File: src/rtl/mem_loader_if.sv
// Bus between the word producer / max-finder datapath and mem_loader.
// Groups the load handshake, the load status and the synchronous read port.
// The optional running-sum output exists only when MEM_LOADER_SUM_EN is defined.
interface mem_loader_if #(
    parameter int DW = 4,
    parameter int AW = 4
);
    logic          start;
    logic          in_valid;
    logic [DW-1:0] in_data;
    logic          in_ready;
    logic [AW-1:0] wr_addr;
    logic          busy;
    logic          loaded;
    logic [AW-1:0] rd_addr;
    logic [DW-1:0] rd_data;
`ifdef MEM_LOADER_SUM_EN
    logic [DW+AW-1:0] sum;

    modport master (
        output start, in_valid, in_data, rd_addr,
        input  in_ready, wr_addr, busy, loaded, rd_data, sum
    );

    modport slave (
        input  start, in_valid, in_data, rd_addr,
        output in_ready, wr_addr, busy, loaded, rd_data, sum
    );
`else
    modport master (
        output start, in_valid, in_data, rd_addr,
        input  in_ready, wr_addr, busy, loaded, rd_data
    );

    modport slave (
        input  start, in_valid, in_data, rd_addr,
        output in_ready, wr_addr, busy, loaded, rd_data
    );
`endif
endinterface

File: src/rtl/mem_loader.sv
// mem_loader: write side of the max-finder data memory.
// A load pass writes a valid/ready word stream to addresses 0..MAXADDR, then
// parks in DONE until the next start. A registered read port (latency 1,
// read-before-write on address collision) serves the max-finder MAR/MDR.
// Optional feature macro: MEM_LOADER_SUM_EN adds a running sum of the words
// accepted in the current pass.
module mem_loader #(
    parameter int            DW      = 4,
    parameter int            AW      = 4,
    parameter logic [AW-1:0] MAXADDR = {AW{1'b1}}
) (
    input  logic         clk,
    input  logic         reset,
    mem_loader_if.slave  bus
);
    localparam int DEPTH = 2 ** AW;

    typedef enum logic [1:0] {
        ST_IDLE = 2'b00,
        ST_LOAD = 2'b01,
        ST_DONE = 2'b10
    } state_t;

    state_t        state_q, state_d;
    logic [AW-1:0] wr_addr_q, wr_addr_d;
    logic [DW-1:0] rd_data_q, rd_data_d;
    logic          wr_en_s;
    logic          mem_we_s;
    logic          enter_load_s;
    logic [DW-1:0] mem_q [DEPTH];

    // Next-state logic: pass sequencing, write address advance and write enable.
    always_comb begin
        state_d      = state_q;
        wr_addr_d    = wr_addr_q;
        wr_en_s      = 1'b0;
        enter_load_s = 1'b0;
        case (state_q)
            ST_IDLE: begin
                if (bus.start) begin
                    state_d      = ST_LOAD;
                    wr_addr_d    = {AW{1'b0}};
                    enter_load_s = 1'b1;
                end else begin
                    state_d      = ST_IDLE;
                end
            end
            ST_LOAD: begin
                // start is deliberately ignored here: a pass never restarts itself.
                if (bus.in_valid) begin
                    wr_en_s = 1'b1;
                    if (wr_addr_q == MAXADDR) begin
                        // Last word: hold the address, no wrap within a pass.
                        state_d   = ST_DONE;
                        wr_addr_d = MAXADDR;
                    end else begin
                        wr_addr_d = wr_addr_q + AW'(1'b1);
                    end
                end else begin
                    state_d = ST_LOAD;
                end
            end
            ST_DONE: begin
                if (bus.start) begin
                    state_d      = ST_LOAD;
                    wr_addr_d    = {AW{1'b0}};
                    enter_load_s = 1'b1;
                end else begin
                    state_d      = ST_DONE;
                end
            end
            default: begin
                // Unreachable encoding: recover to a clean idle state.
                state_d   = ST_IDLE;
                wr_addr_d = {AW{1'b0}};
            end
        endcase
    end

    // Read mux feeding the registered read data.
    always_comb begin
        rd_data_d = mem_q[bus.rd_addr];
    end

    // A word arriving in the same cycle as reset is not written.
    assign mem_we_s = wr_en_s & ~reset;

    // Control and read-data registers with synchronous reset.
    always_ff @(posedge clk) begin
        if (reset) begin
            state_q   <= ST_IDLE;
            wr_addr_q <= {AW{1'b0}};
            rd_data_q <= {DW{1'b0}};
        end else begin
            state_q   <= state_d;
            wr_addr_q <= wr_addr_d;
            rd_data_q <= rd_data_d;
        end
    end

    // Memory array write port; contents deliberately survive reset.
    always_ff @(posedge clk) begin
        if (mem_we_s) begin
            mem_q[wr_addr_q] <= bus.in_data;
        end
    end

    assign bus.in_ready = (state_q == ST_LOAD);
    assign bus.busy     = (state_q == ST_LOAD);
    assign bus.loaded   = (state_q == ST_DONE);
    assign bus.wr_addr  = wr_addr_q;
    assign bus.rd_data  = rd_data_q;

`ifdef MEM_LOADER_SUM_EN
    logic [DW+AW-1:0] sum_q, sum_d;

    // Running sum: cleared when a pass begins, accumulated with each write.
    always_comb begin
        sum_d = sum_q;
        if (enter_load_s) begin
            sum_d = {(DW+AW){1'b0}};
        end else if (wr_en_s) begin
            sum_d = sum_q + {{AW{1'b0}}, bus.in_data};
        end else begin
            sum_d = sum_q;
        end
    end

    // Running-sum register with synchronous reset.
    always_ff @(posedge clk) begin
        if (reset) begin
            sum_q <= {(DW+AW){1'b0}};
        end else begin
            sum_q <= sum_d;
        end
    end

    assign bus.sum = sum_q;
`endif
endmodule

File: src/flat_wrapper.sv
// flat-port wrapper written by rule: the top's interface ports become plain ports
module mem_loader_flat 
#(
    parameter int            DW      = 4,
    parameter int            AW      = 4,
    parameter logic [AW-1:0] MAXADDR = {AW{1'b1}}
)
  (clk, reset, bus_start, bus_in_valid, bus_in_data, bus_rd_addr, bus_in_ready, bus_wr_addr, bus_busy, bus_loaded, bus_rd_data);
  mem_loader_if #(.DW(DW), .AW(AW)) bus_i ();
  input  logic clk;
  input  logic reset;
  input wire logic [$bits(bus_i.start)-1:0] bus_start;
  input wire logic [$bits(bus_i.in_valid)-1:0] bus_in_valid;
  input wire logic [$bits(bus_i.in_data)-1:0] bus_in_data;
  input wire logic [$bits(bus_i.rd_addr)-1:0] bus_rd_addr;
  output wire logic [$bits(bus_i.in_ready)-1:0] bus_in_ready;
  output wire logic [$bits(bus_i.wr_addr)-1:0] bus_wr_addr;
  output wire logic [$bits(bus_i.busy)-1:0] bus_busy;
  output wire logic [$bits(bus_i.loaded)-1:0] bus_loaded;
  output wire logic [$bits(bus_i.rd_data)-1:0] bus_rd_data;
  assign bus_i.start = bus_start;
  assign bus_i.in_valid = bus_in_valid;
  assign bus_i.in_data = bus_in_data;
  assign bus_i.rd_addr = bus_rd_addr;
  assign bus_in_ready = bus_i.in_ready;
  assign bus_wr_addr = bus_i.wr_addr;
  assign bus_busy = bus_i.busy;
  assign bus_loaded = bus_i.loaded;
  assign bus_rd_data = bus_i.rd_data;
  mem_loader #(.DW(DW), .AW(AW), .MAXADDR(MAXADDR)) u_core (.clk(clk), .reset(reset), .bus(bus_i));
endmodule
File: config.mk
export PLATFORM = sky130hd
export DESIGN_NAME = mem_loader_flat
export DESIGN_NICKNAME = d
export VERILOG_FILES = /design/src/rtl/mem_loader_if.sv /design/src/rtl/mem_loader.sv /design/src/flat_wrapper.sv
export SDC_FILE = /design/constraint.sdc
export NUM_CORES = 1
export LEC_CHECK = 0
export ABC_AREA = 1
export BUFFER_PORTS_ARGS = -buffer_cell sky130_fd_sc_hd__buf_4
export CORE_UTILIZATION = 26
export DETAILED_ROUTE_END_ITERATION = 6
export SYNTH_ARGS = -nofsm -noshare
export SYNTH_HDL_FRONTEND = slang
export SYNTH_SLANG_ARGS = --single-unit
File: constraint.sdc
create_clock -name clk -period 1.9 [get_ports clk]
set_input_delay 0.38 -clock clk [delete_from_list [all_inputs] [get_ports clk]]
set_output_delay 0.38 -clock clk [all_outputs]
set_load 0.01 [all_outputs]
# Word level (Yosys, flattened, before mapping)
# Memories as Yosys holds them, arrays and structs flattened. A register that Yosys moved wholly into a read port is not among the register bits.
# Cells that the tools add are included.
dict set report totals {
  ff_bits 6
  latch_bits 0
  mem_bits_rw 64
  rom_bits 0
  input_bits 12
  output_inout_bits 11
  word_cells 28
  mem_count 1
}
# memory words width read_ports rd_clocked_by_memory_dff wr line
set mem_list {}
lappend mem_list {u_core.mem_q 16 4 1 1 1 mem_loader.sv:30} ;# logic [DW-1:0] mem_q [DEPTH];
dict set report op_classes {
  n_addsub 1
  n_mul 0
  div 0
  magnitude_cmp 0
  eq_ne 6
  n_shift 0
  muxes 13
  n_bitwise 2
  n_reduce_logical 3
}
# operator count
set ops {}
lappend ops {{4-bit 2-to-1 mux} 3}
lappend ops {{4-bit case mux with 2 select lines} 1}
lappend ops {{2-bit 2-to-1 mux} 3}
lappend ops {{2-bit case mux with 3 select lines} 1}
lappend ops {{1-bit 2-to-1 mux} 5}
lappend ops {{4-bit by 1-bit adder with 4-bit output, second input constant} 1}
lappend ops {{4-bit == test, second input constant} 1}
lappend ops {{3-bit by 2-bit != test with 1-bit output, second input constant} 1}
lappend ops {{2-bit by 1-bit == test with 1-bit output, second input constant} 1}
lappend ops {{2-bit == test, second input constant} 1}
lappend ops {{2-bit logical NOT} 1}
lappend ops {{2-bit by 1-bit != test with 1-bit output, second input constant} 1}
lappend ops {{2-bit != test, second input constant} 1}
lappend ops {{2-bit AND reduction} 1}
lappend ops {{2-bit OR reduction} 1}
lappend ops {{1-bit AND} 1}
lappend ops {{1-bit NOT} 1}

# Logic depth before layout (Yosys ltp)
dict set report depth {
  depth_word 5
  depth_mapped 9
  mapped_depth_nobuf 7
}

# Least setup slack after synthesis
# No wires, ideal clock.
dict set report synth_path {
  kind {reg2reg}
  start {reg u_core.state_q[0]}
  end {mem u_core.mem_q[15][0], enable pin}
  setup_time_ns 0.361
  arrival_ns 1.207
  setup_slack_ns 0.331
  stages_incl_launch_ff 7
  n_path_buf 0
  path_cell_list {dfxtp_1 > inv_2 > nor2_8 > nand2_1 > nor2_4 > inv_2 > nor3_1}
}
dict set report synth_between {
  elab_chain_cells 5
}
# element line
set synth_lines {}
lappend synth_lines {{from (decl)} mem_loader.sv:24} ;# state_t state_q, state_d;
lappend synth_lines {{from (signal assigned)} mem_loader.sv:95} ;# state_q <= state_d;
lappend synth_lines {{2-bit by 1-bit == test with 1-bit output} --}
lappend synth_lines {{via bus_busy} flat_wrapper.sv:18} ;# output wire logic [$bits(bus_i.busy)-1:0] bus_busy;
lappend synth_lines {{1-bit 2-to-1 mux} mem_loader.sv:38} ;# case (state_q)
lappend synth_lines {{1-bit AND} mem_loader.sv:86} ;# assign mem_we_s = wr_en_s & ~reset;
lappend synth_lines {{1-bit 2-to-1 mux} mem_loader.sv:103} ;# if (mem_we_s) begin
lappend synth_lines {{1-bit 2-to-1 mux (not written as such)} mem_loader.sv:104} ;# mem_q[wr_addr_q] <= bus.in_data;
lappend synth_lines {{to (decl)} mem_loader.sv:30}
# The timed path passes the listed nets, and every way through them passes these cells.

# Worst setup path after layout
dict set report layout_path {
  start {reg u_core.state_q[0]}
  end {mem u_core.mem_q[6][1], enable pin}
}
dict set report layout_between {
  elab_chain_cells 5
}
# element line
set layout_lines {}
lappend layout_lines {{2-bit by 1-bit == test with 1-bit output} mem_loader.sv:38}
lappend layout_lines {{1-bit 2-to-1 mux} mem_loader.sv:38}
lappend layout_lines {{1-bit AND} mem_loader.sv:86}
lappend layout_lines {{1-bit 2-to-1 mux} mem_loader.sv:103}
lappend layout_lines {{1-bit 2-to-1 mux (not written as such)} mem_loader.sv:104}
# No other way between the ends.

==> summary.txt <==
Run status
  – Outcome: completed

CTS
  – CTS Sinks: 74
  – Resize count post-CTS: 0
  – CTS tree: done
  – Clk Latency, worst-skew pair: roughly 0.33 ns
  – CTS Buf Count: 9
  – Hold-fix buffers at CTS: 0
  – Clk buf depth: 2
  – Root Buffer: clkbuf_16
  – Post-CTS setup buffer count: 0
  – H-tree depth: 3
  – Worst-path clk slew: 0.05 ns

Setup path
  – Worst Setup End Kind: register
  – Crit. path cell count: 6
  – Crit-path cells: inv_2, nor2_8, nand2_1, nor2_4, nand2_1, nor2_1
  – Req. time, crit path: 1.89 ns
  – Worst Path Buf+Inv: 1
  – Critical setup path kind: register to register
  – CP max FO: 6
  – Crit path max-delay family: simple AND/OR/NAND/NOR gates
  – Worst path slowest cell: dfxtp_1
  – Reg2Reg Depth: 6
  – Worst path most repeated cell: nand2_1
  – Worst EP arrival: 1.69 ns
  – CP peak stage delay: ~0.4 ns
  – Startpoint Class: register

Pwr
  – Internal: 2860 uW
  – NetSw: around 730 uW
  – Clock share of power: approximately 44%
  – Fraction of power spent switching nets: between 20% and 30%
  – Worst VDD drop: around 0.38 mV
  – PwrDens: roughly 900 mW/mm2
  – Combinational power share: under 10%
  – Sequential power share: 49.8%
  – Leakage: 0.00160 uW

Timing
  – Final Max Slew Viols: 0
  – Final min period: between 1.5 and 2 ns
  – FMAX: about 0.59 GHz
  – Worst Skew: around 0.0038 ns
  – Setup_tns: 0 ns
  – Worst-margin pin slew: between 0.5 and 0.6 ns
  – Setup violators final: 0
  – Post-route clock period utilization: between 80% and 90%
  – Max-slew headroom: about 67%
  – Final Hold Violating Endpoints: 0
  – RSZ-0062 raised after global routing: false
  – Setup ws final: 0.201 ns

Synthesis
  – Ys async rst share: 0%
  – Syn. warnings: 0
  – Cell area after synthesis: around 0.0033 mm2
  – Leading area contributor after synthesis: edfxtp_1
  – Syn Nets: between 300 and 400
  – Number of flops mapped to enable cells by yosys: 64
  – Synthesized flop and latch total: 74
  – Gate Count Post-Synth: 333
  – Top post-synthesis cells by area: edfxtp_1 (59%), nand2_1 (13%), nand3_1 (6.4%)
  – Top_reg_cell synth: edfxtp_1
  – Mean post-synth cell area: 9.84 um2
  – Yosys top cell area share: between 50% and 60%
  – Post-synthesis sequential area ratio: 64.7%
  – Post-synthesis cell type count: 23

GRT
  – Grt ovf: 0
  – Initial antenna violation count: 0
  – All-layer global routing usage: between 10% and 20%
  – First-pass GRT wire length: ~11000 um
  – Vias in the first global route: roughly 2200
  – Pin count of the biggest net entering global routing: 33

Floorplan
  – Die ar.: 0.0131 mm2
  – Rows: 40
  – Initial Util: about 27%
  – Io pins: 23
  – Core Box Area: about 0.012 mm2
  – Die Height: 114 um
  – Die Width: ~110 um

Place
  – Port Buf Inserts: 22
  – Post-DP HPWL: about 4800 um
  – Placer congestion estimate: between 0.8 and 0.9
  – Pre-CTS WS: ~0.20 ns

Routing
  – Via/cell ratio: 4.22
  – Drt drc: 0
  – 1st-pass router iterations: 5
  – Wire per inst: roughly 13 um
  – Final WL: approximately 6900 um
  – Via count: about 2200
  – ANT nets after route: 0
  – DR iter-0 viols: 129

Worst hold path
  – Hold Crit Class: input port to register
  – Hold Crit Depth: 2

Finish
  – Nets: roughly 380
  – Most frequent cells in the layout: nand2_1 (110), edfxtp_1 (64), inv_1 (45), nand3_1 (42), buf_4 (27)
  – Layout area overhead: 19.0%
  – Most common cell after layout, fill and taps aside: nand2_1
  – Number of diodes: 0
  – Share of cells above drive strength 1: roughly 13%

Run
  – Max_cap viols: 0
-- synth_stat cells, drive strengths merged (2+ instances only) --
cell type	count
clkbuf	2
nand3	42
nor2	19
nand2	111
buf	11
nor3	6
dfxtp	10
ha	5
a21oi	5
o21ai	5
inv	49
edfxtp	64
-- flip-flops by register name, summed over array words and instances, names as in the netlist --
signal and flops:
u_core.bus.rd_data 4, u_core.bus.wr_addr 4, u_core.mem_q 64, u_core.state_q 2
-- final timing paths --
check,start,endpoint,slack [ns]
worst max-delay path,u_core.state_q[0]$_SDFFE_PP0P_,u_core.mem_q[6][1]$_DFFE_PP_,0.20
worst min-delay path,reset,u_core.bus.wr_addr[0]$_SDFFE_PP0P_,0.32
worst max register to register,u_core.state_q[0]$_SDFFE_PP0P_,u_core.mem_q[6][1]$_DFFE_PP_,0.20
worst min register to register,u_core.bus.wr_addr[3]$_SDFFE_PP0P_,u_core.bus.wr_addr[3]$_SDFFE_PP0P_,0.56
-- power groups by stage --
stage | logic (uW) | registers (uW) | clock network, uW
global placement | 219 | 1820 | 0
finish | 221 | 1790 | 1580
global route | 247 | 1790 | 1660
CTS | 223 | 1790 | 1610
floorplan | 129 | 1820 | 0
detailed placement | 220 | 1820 | 0
-- cell type report --
class                   instances  area (um2)
flip-flops and latches         74        2120
inverters                      49         184
repair buffers                 27         203
clock inverters                 4        42.5
multi-input cells             197         902
clock buffers                  12         236
well taps                     168         210
fillers                      1270        8260
-- kinds of logic after synthesis --
group / after synthesis / synth area share (%)
buffers and inverters: 62 / 7.75
adder cells (fa/ha/maj): 5 / 1.91
flip-flops: 74 / 64.7
AO/OA/AOI/OAI: 14 / 2.44
AND/OR/NAND/NOR: 178 / 23.2
-- per-layer routing --
metal / global-route usage, % / vias to the layer above / share of wire (%)
met4: 4.42 / 0 / 1.9
li1: - / 1130 / -
met2: 17.8 / 82 / 45
met5: 0 / - / 0
met1: 14.1 / 1019 / 45
met3: 3.86 / 10 / 8.2
-- metrics by stage --
step / area [um2] / utilization (%) / total power, uW / hold WS [ns] / std cells
2_1_floorplan: 3280 / - / 1950 / 0.479 / 333
3_3_place_gp: 3620 / 29.8 / 2040 / 0.545 / 515
3_5_place_dp: 3620 / 29.8 / 2040 / 0.547 / 515
4_1_cts: 3900 / 32.1 / 3610 / 0.311 / 531
5_1_grt: 3900 / 32.1 / 3700 / 0.322 / 531
6_report: 3900 / 32.1 / 3590 / 0.323 / 531
No activity file was read; power rests on OpenSTA's default activity.
